<file path="src/rtl/dlx_pkg.sv">
// Shared DLX front-end types: address/instruction widths and the fetch FIFO entry.
package dlx_pkg;

    localparam int unsigned ADDR_W  = 32;
    localparam int unsigned INSTR_W = 32;
    localparam logic [INSTR_W-1:0] NOP_INSTR = 32'h0000_0000;

    typedef struct packed {
        logic [ADDR_W-1:0]  pc;
        logic [INSTR_W-1:0] word;
    } fetch_entry_t;

endpackage

</file>
<file path="src/rtl/fetch_fifo.sv">
// Two-entry {pc, word} FIFO between instruction memory and the decoder.
module fetch_fifo
    import dlx_pkg::*;
(
    input  logic         clk,
    input  logic         reset_n,
    input  logic         i_push,
    input  fetch_entry_t i_data,
    input  logic         i_pop,
    input  logic         i_flush,
    output fetch_entry_t o_head,
    output logic [1:0]   o_count
);

    fetch_entry_t r_mem [2];
    logic         r_rd_ptr;
    logic         r_wr_ptr;
    logic [1:0]   r_count;
    logic         w_push;
    logic         w_pop;

    assign w_pop  = i_pop && (r_count != 2'd0);
    // A full FIFO can still take a push when the head leaves in the same cycle
    assign w_push = i_push && ((r_count != 2'd2) || w_pop);

    always_ff @(posedge clk or negedge reset_n) begin
        if (!reset_n) begin
            r_rd_ptr <= 1'b0;
            r_wr_ptr <= 1'b0;
            r_count  <= 2'd0;
        end else if (i_flush) begin
            r_rd_ptr <= 1'b0;
            r_wr_ptr <= 1'b0;
            r_count  <= 2'd0;
        end else begin
            if (w_push) r_wr_ptr <= ~r_wr_ptr;
            if (w_pop)  r_rd_ptr <= ~r_rd_ptr;
            r_count <= r_count + 2'(w_push) - 2'(w_pop);
        end
    end

    always_ff @(posedge clk) begin
        if (w_push && !i_flush) r_mem[r_wr_ptr] <= i_data;
    end

    assign o_head  = r_mem[r_rd_ptr];
    assign o_count = r_count;

endmodule

</file>
<file path="src/rtl/fetch_unit.sv">
// DLX instruction fetch: one outstanding imem request, 2-entry FIFO, redirect/drain handling.
// Define FETCH_UNIT_BYPASS_EN to forward a response straight to the decoder when the FIFO is empty.
module fetch_unit
    import dlx_pkg::*;
#(
    parameter logic [ADDR_W-1:0] RESET_PC     = 32'h0000_0000,
    parameter int unsigned       IMEM_LAT_MIN = 1
) (
    input  logic               clk,
    input  logic               reset_n,
    output logic               imem_req,
    output logic [ADDR_W-1:0]  imem_addr,
    input  logic               imem_gnt,
    input  logic               imem_rvalid,
    input  logic [INSTR_W-1:0] imem_rdata,
    input  logic               redirect_valid,
    input  logic [ADDR_W-1:0]  redirect_pc,
    output logic [INSTR_W-1:0] instr,
    output logic               instr_valid,
    input  logic               instr_ready,
    output logic [ADDR_W-1:0]  instr_pc,
    output logic [ADDR_W-1:0]  instr_pc_plus4
);

    localparam logic [0:0] ST_RUN   = 1'b0;
    localparam logic [0:0] ST_DRAIN = 1'b1;

    logic [0:0]        r_state;
    logic [0:0]        w_state_nxt;
    logic [ADDR_W-1:0] r_fetch_pc;
    logic [ADDR_W-1:0] w_fetch_pc_nxt;
    logic [ADDR_W-1:0] r_req_addr;
    logic              r_outstanding;
    logic              w_outstanding_nxt;
    logic              w_req;
    logic              w_resp_acc;
    logic [ADDR_W-1:0] w_redirect_pc;
    logic [1:0]        w_count;
    logic              w_fifo_valid;
    logic              w_bypass;
    logic              w_out_valid;
    logic              w_push;
    logic              w_pop;
    fetch_entry_t      w_head;
    fetch_entry_t      w_resp_entry;
    fetch_entry_t      w_out_entry;
    logic [7:0]        r_lat;

    assign w_redirect_pc = redirect_pc & ~ADDR_W'(3);
    assign w_resp_entry  = '{pc: r_req_addr, word: imem_rdata};
    assign w_fifo_valid  = (w_count != 2'd0);

    // Next-state, request and response-acceptance decisions
    always_comb begin
        w_state_nxt       = r_state;
        w_fetch_pc_nxt    = r_fetch_pc;
        w_outstanding_nxt = r_outstanding;
        w_req             = 1'b0;
        w_resp_acc        = 1'b0;
        case (r_state)
            ST_RUN: begin
                w_req      = reset_n && !r_outstanding && (w_count < 2'd2) && !redirect_valid;
                w_resp_acc = imem_rvalid && r_outstanding && !redirect_valid;
                if (redirect_valid) begin
                    w_fetch_pc_nxt = w_redirect_pc;
                    if (r_outstanding && !imem_rvalid) w_state_nxt = ST_DRAIN;
                    else                               w_outstanding_nxt = 1'b0;
                end else if (w_req && imem_gnt) begin
                    w_fetch_pc_nxt    = r_fetch_pc + ADDR_W'(4);
                    w_outstanding_nxt = 1'b1;
                end else if (w_resp_acc) begin
                    w_outstanding_nxt = 1'b0;
                end
            end
            ST_DRAIN: begin
                if (redirect_valid) w_fetch_pc_nxt = w_redirect_pc;
                if (imem_rvalid) begin
                    w_state_nxt       = ST_RUN;
                    w_outstanding_nxt = 1'b0;
                end
            end
            default: w_state_nxt = ST_RUN;
        endcase
    end

    always_ff @(posedge clk or negedge reset_n) begin
        if (!reset_n) r_state <= ST_RUN;
        else          r_state <= w_state_nxt;
    end

    always_ff @(posedge clk or negedge reset_n) begin
        if (!reset_n) begin
            r_fetch_pc    <= RESET_PC;
            r_outstanding <= 1'b0;
            r_req_addr    <= '0;
        end else begin
            r_fetch_pc    <= w_fetch_pc_nxt;
            r_outstanding <= w_outstanding_nxt;
            if (w_req && imem_gnt) r_req_addr <= r_fetch_pc;
        end
    end

`ifdef FETCH_UNIT_BYPASS_EN
    assign w_bypass = w_resp_acc && !w_fifo_valid;
`else
    assign w_bypass = 1'b0;
`endif

    assign w_out_valid = w_fifo_valid || w_bypass;
    assign w_out_entry = w_fifo_valid ? w_head : w_resp_entry;
    assign w_pop       = w_fifo_valid && instr_ready;
    assign w_push      = w_resp_acc && !(w_bypass && instr_ready);

    fetch_fifo u_fifo (
        .clk     (clk),
        .reset_n (reset_n),
        .i_push  (w_push),
        .i_data  (w_resp_entry),
        .i_pop   (w_pop),
        .i_flush (redirect_valid),
        .o_head  (w_head),
        .o_count (w_count)
    );

    assign imem_req       = w_req;
    assign imem_addr      = r_fetch_pc;
    assign instr_valid    = w_out_valid;
    assign instr          = w_out_valid ? w_out_entry.word : NOP_INSTR;
    assign instr_pc       = w_out_valid ? w_out_entry.pc : '0;
    assign instr_pc_plus4 = w_out_valid ? (w_out_entry.pc + ADDR_W'(4)) : '0;

    // Cycles since the last grant, to catch memories answering faster than IMEM_LAT_MIN
    always_ff @(posedge clk or negedge reset_n) begin
        if (!reset_n)                r_lat <= '0;
        else if (w_req && imem_gnt)  r_lat <= '0;
        else if (r_lat != 8'hFF)     r_lat <= r_lat + 8'd1;
    end

    always_ff @(posedge clk) begin
        if (reset_n && imem_rvalid && r_outstanding)
            assert (32'(r_lat) + 32'd1 >= IMEM_LAT_MIN)
                else $error("imem response earlier than IMEM_LAT_MIN");
    end

endmodule
</file>
<file path="config.mk">
export PLATFORM = sky130hd
export DESIGN_NAME = fetch_unit
export DESIGN_NICKNAME = d
export VERILOG_FILES = /design/src/rtl/dlx_pkg.sv /design/src/rtl/fetch_fifo.sv /design/src/rtl/fetch_unit.sv
export SDC_FILE = /design/constraint.sdc
export NUM_CORES = 1
export LEC_CHECK = 0
export CAP_MARGIN = 10
export CORE_ASPECT_RATIO = 0.9
export CORE_MARGIN = 2
export CORE_UTILIZATION = 30
export DETAILED_ROUTE_END_ITERATION = 7
export GPL_ROUTABILITY_DRIVEN = 0
export PLACE_DENSITY = 0.6
export SLEW_MARGIN = 20
export SYNTH_ARGS = -nofsm -noshare
export SYNTH_HDL_FRONTEND = slang
export SYNTH_HIERARCHICAL = 1
export SYNTH_SLANG_ARGS = --single-unit
</file>
<file path="constraint.sdc">
create_clock -name clk -period 7.9 [get_ports clk]
set_input_delay 1.58 -clock clk [delete_from_list [all_inputs] [get_ports clk]]
set_output_delay 1.58 -clock clk [all_outputs]
set_load 0.05 [all_outputs]
</file>
==> flow_metrics.tcl, run 1 <==
set metrics [dict create \
    io_buffers 195 \
    p_leak_uw 0.00466 \
    syn_area_sq_um 9610 \
    drive_above_1_share_pct 11.8 \
    yosysMostFrequentCell "edfxtp_1" \
    drt-pass1-iter-count 5 \
    multi_input_area_sq_um 3820 \
    slowest_delay_ns 0.79 \
    cp_max_fo 19 \
    worstSetupEndpoint "instr_pc_plus4[24]" \
    yosys.area.top_type "edfxtp_1" \
    start_util_pct 30.3 \
    rrSetupSlack_ns 4.86 \
    status "completed" \
    dp_cells 1393 \
    cts_resized 0 \
    arrival_ns 4.25 \
    crit_path_start "u_fifo/o_count[0]" \
    critical_path_class "flop to output port" \
    grt_use_total_pct 15.0 \
    cpMaxStageDelayCell "clkdlybuf4s50_1" \
    seq_area_frac_synth_pct 57.2 \
    fin_setup_tns_ns 0 \
    slew_violations 0 \
    cts_buffer_depth 2 \
    powerDensity_nw_per_um2 207 \
    cap_viol_max_count 0 \
    synthArstFlopShare_pct 34.0 \
    crit_path_end_kind "output port" \
    synth_top_area_share_pct 40.0 \
    wl_per_cell_um 17.7 \
    ios 200 \
    ctsRootBufferMaster "clkbuf_16" \
    dp_hpwl_mm 17.1 \
    p_int_uw 1840 \
    ir_worst_vdd_uv 151 \
    power_frac_comb_pct 15.8 \
    fp.dieH_um 174 \
    synth_edf_count 128 \
    rr_worst_depth 7 \
    seqCellArea_sq_um 5500 \
    rsz0062_at_grt "no" \
    wirelength_mm 25.2 \
    grt_max_degree 70 \
    synthTopCellsByArea "edfxtp_1 (40%), dfrtp_1 (17%), mux2_4 (7.8%)" \
    vias 6941 \
    nets 1069 \
    syn_area_per_cell_sq_um 11.8 \
    worst_slew_pin_slew_ns 0.935 \
    clk_pin_slew_ns 0.07 \
    setup_viol_count_final 0 \
    hold_buffers 0 \
    skew_ns 0.00960 \
    yosysWarnings 6 \
    critPathLaunchType "flop" \
    fin_area_sq_um 12600 \
    r2r-end "u_fifo/r_mem[1][14]" \
    syn-instance-count 815 \
    die_w_um 193 \
    viasPerCell 4.87 \
    p_sw_uw 757 \
    routed.top_layer "met4" \
    drc 0 \
    maxSlewHeadroom_pct 37.7 \
    cts.sinks 194 \
    dr.first_iter.drc_count 519 \
    cp_data_required_time_ns 6.32 \
    cts_max_level 4 \
    crit_chain "nor2_2 -> buf_4 -> a21o_1 -> ha_1 -> o221a_2 -> nand4_2 -> or4_1 -> nand2_1 -> clkdlybuf4s50_1" \
    swShare_pct 29.1 \
    nFillCells 3066 \
    wl_met2_mm 10.7 \
    clock_power_share_pct 35.2 \
    synth_common_cells "edfxtp_1 (128), nand2_1 (115), and2_1 (67)" \
    hold_path_class "flop to flop" \
    min_period_ns 5.83 \
    grt_pass1_wl_mm 39.0 \
    overflow 0 \
    diodes 0 \
    ys_ff_latch 194 \
    synth-main-ff-cell "edfxtp_1" \
    rows 62 \
    die_area_sq_um 33500 \
    wl_met1_mm 12.4 \
    synth_cell_types 70 \
    coreArea_sq_um 31700 \
    area_delta_synth_final_pct 30.7 \
    numCtsBuffers 17 \
    max_freq_ghz 0.171 \
    post_cts.repair.setup_buffers 0 \
    dr_wl_met3_mm 1.98 \
    cts_tree "done" \
    worstReg2RegStart "u_fifo/o_count[1]" \
    grt_pass1_vias 6672 \
    placed_cell_area_sq_um 11900 \
    final_cells 1425 \
    fin_crit_sh_pct 73.9 \
    antenna_found_initial 0 \
    hold_viol 0 \
    clock_latency_ns 0.43 \
    p_seq_share_pct 49.0 \
    ant_nets 0 \
]
-- per-layer routing --
metal  vias to the layer above  global-route usage (%)
met2                       269                    21.7
met3                        17                    3.66
met4                         0                    2.70
met5                         -                       0
li1                       3311                       -
met1                      3344                    22.9
-- power groups by stage --
stage / registers [uW] / clock network, uW / logic (uW)
6_report: 1270 / 915 / 412
5_1_grt: 1290 / 984 / 446
2_1_floorplan: 1330 / 0 / 193
3_3_place_gp: 1290 / 0 / 409
4_1_cts: 1270 / 939 / 416
3_5_place_dp: 1290 / 0 / 413
-- placed cells by master (no fill, tap or decap), types with 8 or more instances in the layout --
master	instances
edfxtp_1	128
o21ai_0	29
a21oi_1	26
clkdlybuf4s50_1	194
dfrtp_1	65
nor2_1	52
clkbuf_16	17
nor3_1	15
xor2_1	12
buf_4	13
nand4_1	16
inv_1	11
o22ai_1	8
mux2_1	20
and3_1	15
o211ai_1	8
nand3_1	20
mux2_4	50
and2_1	67
nand2_1	115
-- worst min-delay path by stage --
stage | startpoint | end | slack, ns | cells past startpoint
floorplan | r_req_addr[31] | u_fifo/r_mem[0][63] | 0.44 | 0
global placement | r_req_addr[31] | u_fifo/r_mem[0][63] | 0.45 | 0
detailed placement | r_req_addr[31] | u_fifo/r_mem[1][63] | 0.47 | 0
CTS | r_req_addr[31] | u_fifo/r_mem[1][63] | 0.48 | 0
global route | r_req_addr[31] | u_fifo/r_mem[1][63] | 0.50 | 0
finish | r_req_addr[31] | u_fifo/r_mem[1][63] | 0.49 | 0
-- stage by stage --
stage,setup slack (ns),total power (uW),util (%),hold slack [ns]
after floorplan,0.349,1520,-,0.442
after global placement,2.47,1700,37.6,0.453
after detailed placement,2.48,1710,37.6,0.468
after CTS,1.99,2630,39.6,0.485
after global routing,1.78,2720,39.6,0.499
final,2.07,2600,39.6,0.488
-- logic make-up after synthesis --
| family | Yosys count | synth area share (%) |
|---|---|---|
| compound gates | 119 | 8.30 |
| xor+xnor | 16 | 1.46 |
| fa+ha+maj | 3 | 0.391 |
| buf+inv | 63 | 3.35 |
| flops | 194 | 57.2 |
| mux | 77 | 11.0 |
| other cells | 1 | 0.0390 |
| simple gates | 342 | 18.3 |
-- layout make-up --
type                    count  area share [%]
flip-flops and latches    194            43.8
multi-input cells         563            30.4
repair buffers            208            16.3
well taps                 416            4.15
clock buffers              17            3.39
clock inverters            15            1.60
inverters                  12           0.359
-- sequential cells by signal, summed over array words and instances, names as in the netlist --
signal and cells:
u_fifo/o_count 2, u_fifo/r_mem 128, r_req_addr 30, imem_addr 30, r_state 1, u_fifo/r_rd_ptr 1, r_outstanding 1, u_fifo/r_wr_ptr 1
-- critical path, delay by kind of cell (launching register included) --
kind            cells  cell delay, ns
simple gates        4            1.62
buf+inv             2            1.14
flops               1            0.39
compound gates      2            0.39
fa+ha+maj           1            0.27
(Power assumes the default switching activity.)
==> run 2: changes to the inputs <==
PLACE_DENSITY = 0.61   (was 0.6)
clock period = 5.2 ns   (was 7.9 ns; I/O delays follow)
==> flow_metrics.tcl, run 2 (synthesis gave the netlist of run 1 again) <==
set metrics [dict create \
    crit_path_end_kind "output port" \
    multi_input_area_sq_um 3830 \
    nets 1072 \
    io_buffers 195 \
    final_common_cell "clkdlybuf4s50_1" \
    p_total_uw 3840 \
    final_cells 1428 \
    largest_reg_flops 128 \
    vias 6997 \
    numCtsBuffers 17 \
    grt_pass1_wl_mm 38.6 \
    rrSetupSlack_ns 2.28 \
    min_from "r_req_addr[26]" \
    dp_cells 1396 \
    holdPathStages 0 \
    die_area_sq_um 33500 \
    ir_worst_vdd_uv 217 \
    arrival_ns 3.51 \
    rows 62 \
    post_cts.repair.setup_buffers 0 \
    drive_above_1_share_pct 14.2 \
    cts.sinks 194 \
    final_cell_mix "clkdlybuf4s50_1 (171), edfxtp_1 (128), nand2_1 (115)" \
    antenna_found_initial 0 \
    coreArea_sq_um 31700 \
    dp_hpwl_mm 17.7 \
    overflow 0 \
    wl_per_cell_um 17.6 \
    fin_setup_tns_ns 0 \
    worstReg2RegStart "u_fifo/o_count[0]" \
    status "completed" \
    drc 0 \
    die_w_um 193 \
    start_util_pct 30.3 \
    area_delta_synth_final_pct 32.1 \
    min_period_ns 4.55 \
    cp_max_fo 34 \
    top_register "u_fifo/r_mem" \
    cp_data_required_time_ns 4.16 \
    whs_ns 0.496 \
    viasPerCell 4.90 \
    hold_buffers 0 \
    fin_crit_sh_pct 87.4 \
    hold_viol 0 \
    hold_path_class "flop to flop" \
    critPathLaunchType "flop" \
    grt_pass1_vias 6753 \
    rr_worst_depth 7 \
    skew_ns 0.0149 \
    ant_nets 0 \
    p_leak_uw 0.00474 \
    fp.dieH_um 174 \
    rsz0062_at_grt "no" \
    setup_viol_count_final 0 \
    grt_max_degree 67 \
    drt-pass1-iter-count 6 \
    whs_endpoint "u_fifo/r_mem[0][58]" \
    worst_slew_pin_slew_ns 0.911 \
    seqCellArea_sq_um 5500 \
    nFillCells 3049 \
    slew_violations 0 \
    critical_path_class "flop to output port" \
    clk_pin_slew_ns 0.08 \
    diodes 0 \
    cts_tree "done" \
    clock_latency_ns 0.43 \
    cts_max_level 4 \
    r2r-end "u_fifo/r_mem[0][29]" \
    placed_cell_area_sq_um 12100 \
    powerDensity_nw_per_um2 302 \
    maxSlewHeadroom_pct 39.3 \
    cap_viol_max_count 0 \
    grt_use_total_pct 14.8 \
    fin_area_sq_um 12700 \
    wirelength_mm 25.2 \
    cts_resized 0 \
    dr.first_iter.drc_count 473 \
    max_freq_ghz 0.220 \
    ios 200 \
    ctsRootBufferMaster "clkbuf_16" \
    cts_buffer_depth 2 \
]
## run 2: critical path, stage by stage (launching register included)
cell     delay [ns]
dfrtp_4        0.84
mux2_4         0.27
and2_1         0.15
a21o_1         0.10
ha_1           0.29
o221a_2        0.24
nand4_2        0.28
nor3_1         0.36
mux2_1         0.35
buf_4          0.19
## run 2: final cells by class
type	count	area share, %
sequential	194	43.3
multi-input combinational	563	30.2
timing repair buffer	211	17.5
tap	416	4.10
clock buffer	20	3.61
clock inverter	12	0.878
inverter	12	0.355
## run 2: layer usage
metal | global-route usage [%] | up-vias | part of all wire, % | wire length, um
met5 | 0 | - | 0 | 0
met4 | 4.20 | 0 | 1.7 | 431
met3 | 3.12 | 29 | 7.3 | 1850
met2 | 22.2 | 267 | 43 | 10900
met1 | 21.6 | 3388 | 47 | 12000
li1 | - | 3313 | - | -
## run 2: worst max-delay path by stage
stage,cells after the start,slack (ns),endpoint,startpoint
4_1_cts,9,0.58,instr_pc_plus4[28],u_fifo/r_rd_ptr
3_5_place_dp,7,1.05,instr_pc_plus4[15],u_fifo/r_rd_ptr
6_report,9,0.65,instr_pc_plus4[28],u_fifo/r_rd_ptr
3_3_place_gp,7,1.08,instr_pc_plus4[15],u_fifo/r_rd_ptr
2_1_floorplan,5,0.44,u_fifo/r_mem[1][0],redirect_valid
5_1_grt,7,0.45,instr_pc_plus4[15],u_fifo/r_rd_ptr
## run 2: metrics by stage
stage               setup slack [ns]  utilization (%)
CTS                            0.580             40.0
floorplan                      0.444                -
global placement                1.08             38.2
finish                         0.654             40.0
global route                   0.448             40.0
detailed placement              1.05             38.2
## run 2: where the power goes
part | total (uW) | leakage [uW] | switching (uW) | internal, uW
clock network | 1270 | 0.000277 | 607 | 661
logic | 634 | 0.00251 | 389 | 245
registers | 1940 | 0.00195 | 150 | 1790
total | 3840 | 0.00474 | 1150 | 2690
